[config.mk]
export PLATFORM = sky130hd
export DESIGN_NAME = pe_acc_param
export DESIGN_NICKNAME = d
export VERILOG_FILES = /design/src/rtl/pe_acc_param.sv
export SDC_FILE = /design/constraint.sdc
export NUM_CORES = 2
export LEC_CHECK = 0
export ABC_CLOCK_PERIOD_IN_PS = 5200
export CORE_MARGIN = 2
export CORE_UTILIZATION = 45
export CTS_CLUSTER_DIAMETER = 60
export DETAILED_ROUTE_END_ITERATION = 10
export HOLD_SLACK_MARGIN = 0.12
export PLACE_DENSITY = 0.74
export SLEW_MARGIN = 20
export SYNTH_ARGS = -nofsm -noshare
export SYNTH_HDL_FRONTEND = slang
export SYNTH_SLANG_ARGS = --single-unit
[constraint.sdc]
create_clock -name clk -period 5.2 [get_ports clk]
set_input_delay 1.04 -clock clk [delete_from_list [all_inputs] [get_ports clk]]
set_output_delay 1.04 -clock clk [all_outputs]
set_load 0.02 [all_outputs]
[src/rtl/pe_acc_param.sv]
// Multi-channel signed dot-product PE: TAPS-wide MAC per beat, accumulated over ch_num+1 beats,
// then bias, rounding shift, optional ReLU and saturation back to DW bits.

module pe_mul_lane #(
    parameter int DW = 8
) (
    input  logic                   clk,
    input  logic                   reset,
    input  logic [DW-1:0]          a_i,
    input  logic [DW-1:0]          b_i,
    output logic signed [2*DW-1:0] p_o
);
    always_ff @(posedge clk or negedge reset) begin
        if (!reset) p_o <= '0;
        else        p_o <= $signed(a_i) * $signed(b_i);
    end
endmodule

module pe_acc_param #(
    parameter int DW    = 8,
    parameter int TAPS  = 9,
    parameter int CH_W  = 4,
    parameter int SH_W  = 3,
    parameter int ACC_W = 26
) (
    input  logic                 clk,
    input  logic                 reset,
    input  logic [DW*TAPS-1:0]   in,
    input  logic [DW*TAPS-1:0]   weight,
    input  logic [15:0]          bias,
    input  logic [SH_W-1:0]      shift,
    input  logic                 relu_en,
    input  logic [CH_W-1:0]      ch_num,
    input  logic                 en,
    output logic [DW-1:0]        out,
    output logic                 out_en,
    output logic                 busy
);
    // Per-beat group config travels with the beat, so a new group latching fresh
    // config cannot corrupt the tail of the previous group still in the pipeline.
    typedef struct packed {
        logic            first;
        logic            last;
        logic [15:0]     bias;
        logic [SH_W-1:0] shift;
        logic            relu;
    } meta_t;

    logic [CH_W-1:0]          cnt_q, cnt_d, ch_q;
    logic [15:0]              bias_q;
    logic [SH_W-1:0]          shift_q, sh3_q;
    logic                     relu_q, relu3_q;
    logic                     first_b, last_b;
    meta_t                    meta_d;
    meta_t                    meta_q [3];
    logic [3:0]               vld_pipe;
    logic [DW*TAPS-1:0]       in_q, w_q;
    logic signed [2*DW-1:0]   prod [TAPS];
    logic signed [ACC_W-1:0]  sum_d, sum_q, acc_q, acc_new;
    logic signed [ACC_W:0]    res_q, rnd, shr;
    logic [DW-1:0]            out_q, out_d;
    logic                     out_en_q;

    localparam logic signed [ACC_W:0] SMAX = {{(ACC_W-DW+2){1'b0}}, {(DW-1){1'b1}}};
    localparam logic signed [ACC_W:0] SMIN = {{(ACC_W-DW+2){1'b1}}, {(DW-1){1'b0}}};

    always_comb begin
        first_b = (cnt_q == '0);
        last_b  = (cnt_q == (first_b ? ch_num : ch_q));
        cnt_d   = cnt_q;
        if (en) cnt_d = last_b ? '0 : cnt_q + 1'b1;
        meta_d.first = first_b;
        meta_d.last  = last_b;
        meta_d.bias  = first_b ? bias    : bias_q;
        meta_d.shift = first_b ? shift   : shift_q;
        meta_d.relu  = first_b ? relu_en : relu_q;
    end

    always_ff @(posedge clk or negedge reset) begin
        if (!reset) begin
            cnt_q   <= '0;
            ch_q    <= '0;
            bias_q  <= '0;
            shift_q <= '0;
            relu_q  <= 1'b0;
            in_q    <= '0;
            w_q     <= '0;
        end else begin
            cnt_q <= cnt_d;
            if (en && first_b) begin
                ch_q    <= ch_num;
                bias_q  <= bias;
                shift_q <= shift;
                relu_q  <= relu_en;
            end
            if (en) begin
                in_q <= in;
                w_q  <= weight;
            end
        end
    end

    // tap0 sits in the MSBs of the flat vectors
    for (genvar t = 0; t < TAPS; t++) begin : g_lane
        pe_mul_lane #(.DW(DW)) u_mul (
            .clk   (clk),
            .reset (reset),
            .a_i   (in_q[DW*(TAPS-t)-1 -: DW]),
            .b_i   (w_q[DW*(TAPS-t)-1 -: DW]),
            .p_o   (prod[t])
        );
    end

    always_comb begin
        sum_d = '0;
        for (int t = 0; t < TAPS; t++) sum_d = sum_d + ACC_W'(prod[t]);
        acc_new = meta_q[2].first ? sum_q : acc_q + sum_q;
    end

    always_ff @(posedge clk or negedge reset) begin
        if (!reset) begin
            vld_pipe <= '0;
            for (int i = 0; i < 3; i++) meta_q[i] <= '0;
            sum_q    <= '0;
            acc_q    <= '0;
            res_q    <= '0;
            sh3_q    <= '0;
            relu3_q  <= 1'b0;
            out_q    <= '0;
            out_en_q <= 1'b0;
        end else begin
            vld_pipe[0] <= en;
            if (en) meta_q[0] <= meta_d;
            vld_pipe[1] <= vld_pipe[0];
            meta_q[1]   <= meta_q[0];
            vld_pipe[2] <= vld_pipe[1];
            meta_q[2]   <= meta_q[1];
            sum_q       <= sum_d;
            // stage 3 only carries completed groups
            vld_pipe[3] <= vld_pipe[2] & meta_q[2].last;
            if (vld_pipe[2]) acc_q <= acc_new;
            if (vld_pipe[2] && meta_q[2].last) begin
                res_q   <= (ACC_W+1)'(acc_new) + (ACC_W+1)'($signed(meta_q[2].bias));
                sh3_q   <= meta_q[2].shift;
                relu3_q <= meta_q[2].relu;
            end
            out_en_q <= vld_pipe[3];
            if (vld_pipe[3]) out_q <= out_d;
        end
    end

    // round half up, then ReLU, then clamp to the signed DW range
    always_comb begin
        rnd = ((ACC_W+1)'(1) << sh3_q) >> 1;
        shr = (res_q + rnd) >>> sh3_q;
        if (relu3_q && shr[ACC_W]) shr = '0;
        if (shr > SMAX)      out_d = {1'b0, {(DW-1){1'b1}}};
        else if (shr < SMIN) out_d = {1'b1, {(DW-1){1'b0}}};
        else                 out_d = shr[DW-1:0];
    end

    assign out    = out_q;
    assign out_en = out_en_q;
    assign busy   = (cnt_q != '0) || (|vld_pipe) || out_en_q;

endmodule

==> reports/results.ini <==
[grt]
grt_pass1_wl_mm=166.1
grt_pass1_vias=32310
grt_max_degree=110
antenna_found_initial=7
gr-total-overflow=0
track_usage=0.2025

[route]
antenna_left=0
drtPass1Iterations=5
drt_iter0_drc=1653
wl_per_cell_um=16.86
drt-vias-per-instance=5.098
drc=0
wl_mm=97.95
vias=29630

[critical_path]
path_max_fanout=2
cp.required_ns=5.71
critPathLaunchType=flip-flop
reg2regPathDepth=20
critical_path_class=flip-flop to flip-flop
reg2reg_from=g_lane[3].u_mul.p_o[2]$_DFF_PN0_
endpoint_kind=flip-flop
cp_slowest_cell=fa_1
r2r-end=sum_q[22]$_DFF_PN0_
r2r_slack_ns=0.20
crit_path_max_incr_delay_ns=0.55
path_cells=fa_1 > inv_1 > fa_1 > fa_1 > inv_1 > fa_1 > ha_1 > inv_1 > fa_2 > nor2b_1 > o21ai_1 > a21boi_2 > o21ai_2 > a21boi_2 > o21ai_2 > a21oi_2 > o211a_1 > o21a_1 > o21ai_1 > a311o_1
arrival_ns=5.51
cpMostUsedCell=fa_1

[timing]
fmax_mhz=200.0
slew_violations=0
hold_viol_final=0
setup_viol=0
setup_tns_ns=0
worst_pin_slew_ns=0.9298
relSlewSlack=0.3802
period_minus_slack_ns=5.000
finalCritPeriodShare=0.9615
skew_ns=0.02841

[synthesis]
synth_seq_area_share=0.2668
synth_edf_count=0
synth_nets=5369
postSynth.asyncResetShare=1.000
avgSynthCellArea_um2=10.52
synthDistinctLibCells=79
netlist_area_um2=44650
ys_ff_latch=476
synth_cells=4243
ys.flop_type=dfrtp_1
ys_warn_count=0

[cts]
clk_pin_slew_ns=0.06
tritoncts=done
clock_sinks=476
clock_latency_ns=0.65
cts_made_buffers=71
cts.htree.levels=3
cts_root_buf=clkbuf_16
cts_buffer_depth=3

[die]
start_util=0.4537
core.rowCount=115
coreArea_um2=98420
die_area_um2=101800
die_x_um=319.0
num_io_pins=181
die_y_um=319.0

[worst_hold_path]
min_to=meta_q[17]$_DFF_PN0_
hp-start=meta_q[39]$_DFF_PN0_
hold_class=flip-flop to flip-flop
whs_path_depth=0

[layout]
fin_cells=5811
final_nets=5593
area_growth_pct=13.35
drive_gt1_frac=0.08974
n_antenna_cell=0
nFillCells=8706

[flow_run]
cap_violations=0

[place]
gp_congestion=0.8923
dp_hpwl_mm=78.88
io_buffer_count=180
dp_cells=5678

[status]
status=completed

-- worst max-delay path: cells and delay by family (launching register included) --
family / cells / cell delay [ns]
and+or+nand+nor: 1 / 0.14
AOI/OAI and AO/OA: 10 / 1.60
DFF: 1 / 0.39
adders and majority gates: 6 / 2.56
buffers and inverters: 3 / 0.18
-- registers in the layout, summed over array words and instances, names as in the netlist, 8 cells and up --
signal and count:
meta_q 66, g_lane.u_mul.p_o 144, bias_q 16, res_q 27, w_q 72, sum_q 24, in_q 72, out 8
acc_q 26
-- repair_timing --
item,4_1_cts,5_1_grt
setup endpoints to repair,3,12
hold buffers,0,0
setup buffers,3,0
cloned,0,0
gates resized for setup,3,13
pin swaps,3,4
-- cell usage after synthesis, types with 60 or more instances --
cell type	n	area share
xnor2_1	177	0.035
nand2b_1	87	0.012
nor2_1	135	0.011
o21ai_0	157	0.018
dfrtp_1	476	0.27
clkbuf_1	75	0.0063
nand2_1	297	0.025
ha_1	342	0.096
inv_1	749	0.063
fa_1	613	0.27
a21o_1	60	0.010
and2_1	356	0.050
a21oi_1	139	0.016
mux2_2	199	0.050
-- logic make-up after synthesis --
| logic type | count (synthesis) | synth area share |
|---|---|---|
| adder cells (fa/ha/maj) | 955 | 0.3707 |
| AND/OR/NAND/NOR | 1002 | 0.1160 |
| flip-flops | 476 | 0.2668 |
| XOR/XNOR | 227 | 0.04495 |
| AO/OA/AOI/OAI | 511 | 0.07179 |
| multiplexers | 237 | 0.05910 |
| buffers and inverters | 835 | 0.07073 |
-- final cells by class --
class / instances / area [um2] / area share
well taps: 1287 / 1610 / 0.03182
inverters: 749 / 2811 / 0.05555
multi-input cells: 2932 / 29610 / 0.5851
repair buffers: 237 / 2288 / 0.04522
clock buffers: 97 / 1996 / 0.03943
clock inverters: 33 / 381.6 / 0.007540
flip-flops and latches: 476 / 11910 / 0.2354
-- metrics by stage --
step	area [um2]	hold slack, ns	util	setup WS (ns)
after detailed placement	48190	0.3347	0.4896	-0.2002
after floorplan	44650	0.3312	-	0.2799
after CTS	50580	0.3475	0.5140	0.03299
final	50610	0.3442	0.5142	0.2003
after global placement	48190	0.3340	0.4896	-0.006008
after global routing	50610	0.3526	0.5142	-0.04286
-- cell usage in the layout, fill, tap and decap left out, types with 135 or more instances in the layout --
cell	n
mux2_2	199
xnor2_1	177
nand2_1	297
and2_1	356
nor2_1	135
inv_1	749
clkdlybuf4s50_1	178
a21oi_1	137
ha_1	342
fa_1	612
o21ai_0	150
dfrtp_1	476
-- layer usage --
layer | routed length [um] | vias to the layer above | part of all wire | track usage
met1 | 41330 | 14950 | 0.42 | 0.2579
met3 | 3994 | 192 | 0.041 | 0.02762
met4 | 3538 | 2 | 0.036 | 0.07746
li1 | - | 13900 | - | -
met2 | 49080 | 582 | 0.50 | 0.3507
met5 | 9 | - | 0.000092 | 0
-- how the worst max path moves through the flow --
stage | startpoint | cells past startpoint | to
finish | g_lane[3].u_mul.p_o[2]$_DFF_PN0_ | 20 | sum_q[22]$_DFF_PN0_
global route | g_lane[3].u_mul.p_o[2]$_DFF_PN0_ | 20 | sum_q[20]$_DFF_PN0_
CTS | g_lane[3].u_mul.p_o[2]$_DFF_PN0_ | 20 | sum_q[22]$_DFF_PN0_
detailed placement | g_lane[3].u_mul.p_o[2]$_DFF_PN0_ | 20 | sum_q[22]$_DFF_PN0_
global placement | g_lane[6].u_mul.p_o[2]$_DFF_PN0_ | 20 | sum_q[22]$_DFF_PN0_
floorplan | g_lane[6].u_mul.p_o[2]$_DFF_PN0_ | 20 | sum_q[20]$_DFF_PN0_
Power is left out: the tool's default activity adds up to more than one toggle a clock period on the data nets, which glitch-free logic cannot reach.
